==> config.mk <==
export PLATFORM = sky130hd
export DESIGN_NAME = mem_arbiter
export DESIGN_NICKNAME = d
export VERILOG_FILES = /design/src/rtl/mem_arbiter.sv
export SDC_FILE = /design/constraint.sdc
export NUM_CORES = 1
export LEC_CHECK = 0
export CAP_MARGIN = 20
export CORE_UTILIZATION = 31
export CTS_CLUSTER_SIZE = 20
export DETAILED_ROUTE_END_ITERATION = 16
export PLACE_DENSITY_LB_ADDON = 0.2
export SETUP_SLACK_MARGIN = 0.05
export SLEW_MARGIN = 10
export SYNTH_ARGS = -nofsm -noshare
export SYNTH_HDL_FRONTEND = slang
export SYNTH_SLANG_ARGS = --single-unit
export TNS_END_PERCENT = 30
==> constraint.sdc <==
create_clock -name clk -period 4.7 [get_ports clk]
set_input_delay 1.175 -clock clk [delete_from_list [all_inputs] [get_ports clk]]
set_output_delay 1.175 -clock clk [all_outputs]
set_load 0.1 [all_outputs]
==> src/rtl/mem_arbiter.sv <==
// mem_arbiter
//   Shares one four-banked main memory between the instruction-cache
//   controller (I side) and the data-cache controller (D side). A requester
//   holds its req for a whole transaction and keeps the grant until req
//   drops. Before the memory is handed over, in-flight bank accesses are
//   drained (mem_busy != 0). Address, data and strobes of the owner are
//   routed to memory. The non-owner is stalled. Read data is broadcast.
//
//   State | Meaning
//   ------+------------------------------------------------------------
//   IDLE  | no owner; arbitrate pending requests (always one cycle)
//   OWN_I | I side owns the memory until i_req drops
//   OWN_D | D side owns the memory until d_req drops
//   DRAIN | former owner released; wait for mem_busy to clear
//
// Ports
//   clk, rst                 clock, synchronous active-high reset
//   i_req/i_rd/i_wr          I side transaction request and strobes
//   i_addr/i_wdata           I side address and write data
//   d_req/d_rd/d_wr          D side transaction request and strobes
//   d_addr/d_wdata           D side address and write data
//   mem_busy, mem_stall      per-bank busy and stall from memory
//   mem_rdata                read data from memory
//   mem_rd/mem_wr            strobes to memory (owner only)
//   mem_addr/mem_wdata       owner's address/data, zero with no owner
//   i_gnt/d_gnt              registered ownership flags
//   i_stall/d_stall          stall back to each requester
//   rdata                    mem_rdata broadcast to both sides
//   hold_err                 sticky: owner held too long while other waited

module mem_arbiter #(
    parameter int ADDR_W    = 16,
    parameter int DATA_W    = 16,
    parameter int PRIO_MODE = 0,
    parameter int MAX_HOLD  = 64
) (
    input  logic              clk,
    input  logic              rst,
    input  logic              i_req,
    input  logic              i_rd,
    input  logic              i_wr,
    input  logic [ADDR_W-1:0] i_addr,
    input  logic [DATA_W-1:0] i_wdata,
    input  logic              d_req,
    input  logic              d_rd,
    input  logic              d_wr,
    input  logic [ADDR_W-1:0] d_addr,
    input  logic [DATA_W-1:0] d_wdata,
    input  logic [3:0]        mem_busy,
    input  logic              mem_stall,
    input  logic [DATA_W-1:0] mem_rdata,
    output logic              mem_rd,
    output logic              mem_wr,
    output logic [ADDR_W-1:0] mem_addr,
    output logic [DATA_W-1:0] mem_wdata,
    output logic              i_gnt,
    output logic              d_gnt,
    output logic              i_stall,
    output logic              d_stall,
    output logic [DATA_W-1:0] rdata,
    output logic              hold_err
);

    typedef enum logic [1:0] {
        IDLE  = 2'd0,
        OWN_I = 2'd1,
        OWN_D = 2'd2,
        DRAIN = 2'd3
    } state_e;

    localparam logic [7:0] MAX_HOLD_C = 8'(MAX_HOLD);
    localparam logic       FIXED_PRIO = (PRIO_MODE != 0);

    state_e     state_q, state_d;
    logic       last_d_q;       // 1: last owner was D, 0: last owner was I
    logic       i_gnt_q, d_gnt_q;
    logic [7:0] hold_cnt_q, hold_cnt_d;
    logic       hold_err_q;
    logic       busy_any;

    assign busy_any = |mem_busy;

    // Next-state arbitration
    always_comb begin
        state_d = state_q;
        case (state_q)
            IDLE: begin
                if (i_req && d_req) begin
                    // Tie: fixed mode always favours D; round-robin favours
                    // the side that did not own the memory last.
                    state_d = (FIXED_PRIO || !last_d_q) ? OWN_D : OWN_I;
                end else if (d_req) begin
                    state_d = OWN_D;
                end else if (i_req) begin
                    state_d = OWN_I;
                end
            end
            OWN_I: begin
                if (!i_req) state_d = busy_any ? DRAIN : IDLE;
            end
            OWN_D: begin
                if (!d_req) state_d = busy_any ? DRAIN : IDLE;
            end
            DRAIN: begin
                if (!busy_any) state_d = IDLE;
            end
            default: state_d = IDLE;
        endcase
    end

    // Hold counter: counts owner cycles during which the other side waits.
    // It holds its value on owner cycles with no waiter and clears outside
    // ownership. Saturates at 8'hFF.
    always_comb begin
        hold_cnt_d = 8'd0;
        if (state_q == OWN_I) begin
            hold_cnt_d = (d_req && hold_cnt_q != 8'hFF) ? hold_cnt_q + 8'd1 : hold_cnt_q;
        end else if (state_q == OWN_D) begin
            hold_cnt_d = (i_req && hold_cnt_q != 8'hFF) ? hold_cnt_q + 8'd1 : hold_cnt_q;
        end
    end

    always_ff @(posedge clk) begin
        if (rst) begin
            state_q    <= IDLE;
            last_d_q   <= 1'b0;
            i_gnt_q    <= 1'b0;
            d_gnt_q    <= 1'b0;
            hold_cnt_q <= 8'd0;
            hold_err_q <= 1'b0;
        end else begin
            state_q    <= state_d;
            i_gnt_q    <= (state_d == OWN_I);
            d_gnt_q    <= (state_d == OWN_D);
            hold_cnt_q <= hold_cnt_d;
            if (state_q == IDLE && state_d == OWN_I) last_d_q <= 1'b0;
            if (state_q == IDLE && state_d == OWN_D) last_d_q <= 1'b1;
            // Every value is passed on the way up, so an equality test
            // is enough; the flag is sticky until reset.
            if (hold_cnt_d == MAX_HOLD_C) hold_err_q <= 1'b1;
        end
    end

    // Owner routing; strobes from a non-owner never reach memory.
    always_comb begin
        mem_rd    = 1'b0;
        mem_wr    = 1'b0;
        mem_addr  = '0;
        mem_wdata = '0;
        if (i_gnt_q) begin
            mem_rd    = i_rd;
            mem_wr    = i_wr;
            mem_addr  = i_addr;
            mem_wdata = i_wdata;
        end else if (d_gnt_q) begin
            mem_rd    = d_rd;
            mem_wr    = d_wr;
            mem_addr  = d_addr;
            mem_wdata = d_wdata;
        end
    end

    assign i_gnt    = i_gnt_q;
    assign d_gnt    = d_gnt_q;
    assign i_stall  = ~i_gnt_q | mem_stall;
    assign d_stall  = ~d_gnt_q | mem_stall;
    assign rdata    = mem_rdata;
    assign hold_err = hold_err_q;

endmodule

==> results.cfg <==
[grt]
grt_pass1_vias = 1493
grt_start_max_net_pins = 39
grt_antenna_before_repair = 0
grt_overflow = 0
grt_use_total_pct = 19.95
grt_first_pass_wirelength_mm = 7.803

[floorplanning]
dieArea_um2 = 4764
rows = 24
start_util_pct = 32.20
die_h_um = 69.03
io_pins = 148
core_area_um2 = 4324
dieWidth_um = 69.03

[yosys]
syn_area_um2 = 1393
syn_inst = 174
seq_area_frac_synth_pct = 20.13
ys_async_sr_fraction_pct = 0
synth_seq_cells = 14
synth_fp_nets = 268
yosysWarnings = 0
synth_ff_type = dfxtp_1
syn_area_per_cell_um2 = 8.003
synth_edf_count = 0
yosysUniqueCellTypes = 44

[critical_path]
startpoint_type = primary input
critPathKind = primary input to primary output
timing.rr.start = state_q[0]$_SDFF_PP0_
arrival_ns = 2.13
r2r_cells = 6
cp-end-kind = primary output
r2r-end = hold_err$_SDFFE_PP0N_
crit_path_max_fanout = 1
crit_path_cell_trace = clkdlybuf4s50_1, a22o_1, buf_4
r2r_setup_slack_ns = 2.73
slowest_delay_ns = 0.47
slowest_stage = clkdlybuf4s50_1
required_ns = 3.52

[drt]
vias = 1641
drt_iter0_drc = 101
wl_per_cell_um = 15.37
via_per_inst = 5.226
drt-total-wl_mm = 4.826
drtPass1Iterations = 4
ant_nets = 0
drcViolationCount = 0

[timing]
hold_violations = 0
relSlewSlack_pct = 34.59
tightestPinTransition_ns = 0.9781
slew_viol_final = 0
period_minus_slack_ns = 3.309
setup_tns_ns = 0
fin_crit_sh_pct = 70.40
fmax_mhz = 302.2
finClkSkew_ns = 0.005262
rsz0062_at_grt = no
setup_viol = 0

[clock_tree]
cts_buffers = 3
clock_sinks = 14
clockBufferDepth = 2
cts-resized-gates = 0
path_clk_slew_ns = 0.06
cts_root_buffer = clkbuf_8
postCtsHoldBufs = 0
cts_tree = yes
cts_setup_buffers = 0
h-tree-depth = 1
clkLatencyLatePin_ns = 0.25

[power_and_ir_drop]
p_leak_nw = 0.9754
peakVddDrop_v = 0.0001783
p_per_area_nw_per_um2 = 285.5

[run]
cap_violations = 0

[layout]
drive_gt1_share_pct = 20.61
stdcell_count = 314
diodes = 0
final_common_cell = clkdlybuf4s50_1
final_nets = 358
final_cell_mix = clkdlybuf4s50_1, buf_4, a22o_1
area_delta_synth_final_pct = 70.53

[worst_hold_path]
hold_depth = 2
hp-start = hold_err$_SDFFE_PP0N_
whs_endpoint = hold_err$_SDFFE_PP0N_
hp-class = flip-flop to flip-flop

[placed_design]
io_buffer_count = 115
gp_congestion = 0.8314
hpwl_mm = 3.770
numPlacedInstances = 311

[outcome]
outcome = completed
==> layer usage <==
metal / global-route usage, % / share of wire (%) / vias to the layer above
met2: 30.42 / 44 / 77
met5: 0 / 0 / -
met4: 4.082 / 0.50 / 0
li1: - / - / 829
met3: 7.602 / 9.4 / 2
met1: 26.67 / 47 / 733
==> power breakdown <==
part	internal (W)	switching, W	total, W
Sequential	0.000125	0.00000968	0.000134
Clock	0.0000567	0.0000416	0.0000984
Combinational	0.000138	0.000308	0.000445
Total	0.000319	0.000359	0.000678
==> through the flow <==
step	worst slack (ns)	total power, W	hold slack [ns]	util (%)	instance area (µm²)
finish	1.391	0.0006779	0.4902	54.92	2375
global route	1.292	0.0007022	0.5181	54.92	2375
CTS	1.397	0.0006808	0.4920	54.92	2375
detailed placement	1.403	0.0005825	0.4804	53.96	2333
global placement	1.393	0.0005822	0.4886	53.96	2333
floorplan	0.1654	0.0005194	0.4735	-	1393
==> flip-flops by register name, summed over array words and instances, names as in the netlist <==
| register | cells |
|---|---|
| d_gnt | 1 |
| hold_cnt_q | 8 |
| hold_err | 1 |
| i_gnt | 1 |
| last_d_q | 1 |
| state_q | 2 |
==> logic make-up after synthesis <==
group,share of synthesized area [%]
AO/OA/AOI/OAI,42.14
flip-flops,20.13
adder cells (fa/ha/maj),0.8983
AND/OR/NAND/NOR,19.68
multiplexers,1.617
buffers and inverters,14.91
XOR/XNOR,0.6290
==> synth_stat cells (2+ instances only) <==
cell type,count,area (µm²)
a21o_1,3,22.52
a21oi_1,11,55.05
a22o_1,33,289.0
a31o_2,3,26.28
a31oi_1,4,25.02
and2_1,2,12.51
and3_1,2,12.51
and4_1,3,26.28
buf_4,17,127.6
buf_6,2,22.52
clkbuf_1,11,41.29
dfxtp_1,14,280.3
inv_1,2,7.510
mux2_2,2,22.52
nand2_1,6,22.52
nand2b_1,5,31.28
nand3_1,3,15.01
nand4_1,2,12.51
nor2_1,15,56.30
nor2b_1,3,18.77
o21ai_0,6,30.03
o21bai_1,2,15.01
o22ai_2,2,25.02
==> worst max-delay path by stage <==
stage / startpoint / end / slack [ns] / depth (start not counted)
3_3_place_gp: d_wdata[14] / mem_wdata[14] / 1.39 / 3
6_report: d_wdata[14] / mem_wdata[14] / 1.39 / 3
4_1_cts: d_wdata[14] / mem_wdata[14] / 1.40 / 3
5_1_grt: d_addr[14] / mem_addr[14] / 1.29 / 4
2_1_floorplan: d_addr[14] / mem_addr[14] / 0.17 / 2
3_5_place_dp: d_wdata[14] / mem_wdata[14] / 1.40 / 3
==> critical path: cells and delay by family <==
family                 cells  cell delay [ns]
AO/OA/AOI/OAI              1             0.18
buffers and inverters      2             0.78
==> final cells by class <==
type / instances / area (µm²)
multi-input combinational: 126 / 907.1
clock buffer: 3 / 41.29
tap: 52 / 65.06
fill: 418 / 1949
sequential: 14 / 280.3
inverter: 2 / 7.507
timing repair buffer: 117 / 1074
Note: power is estimated with default switching activity, not from simulation.
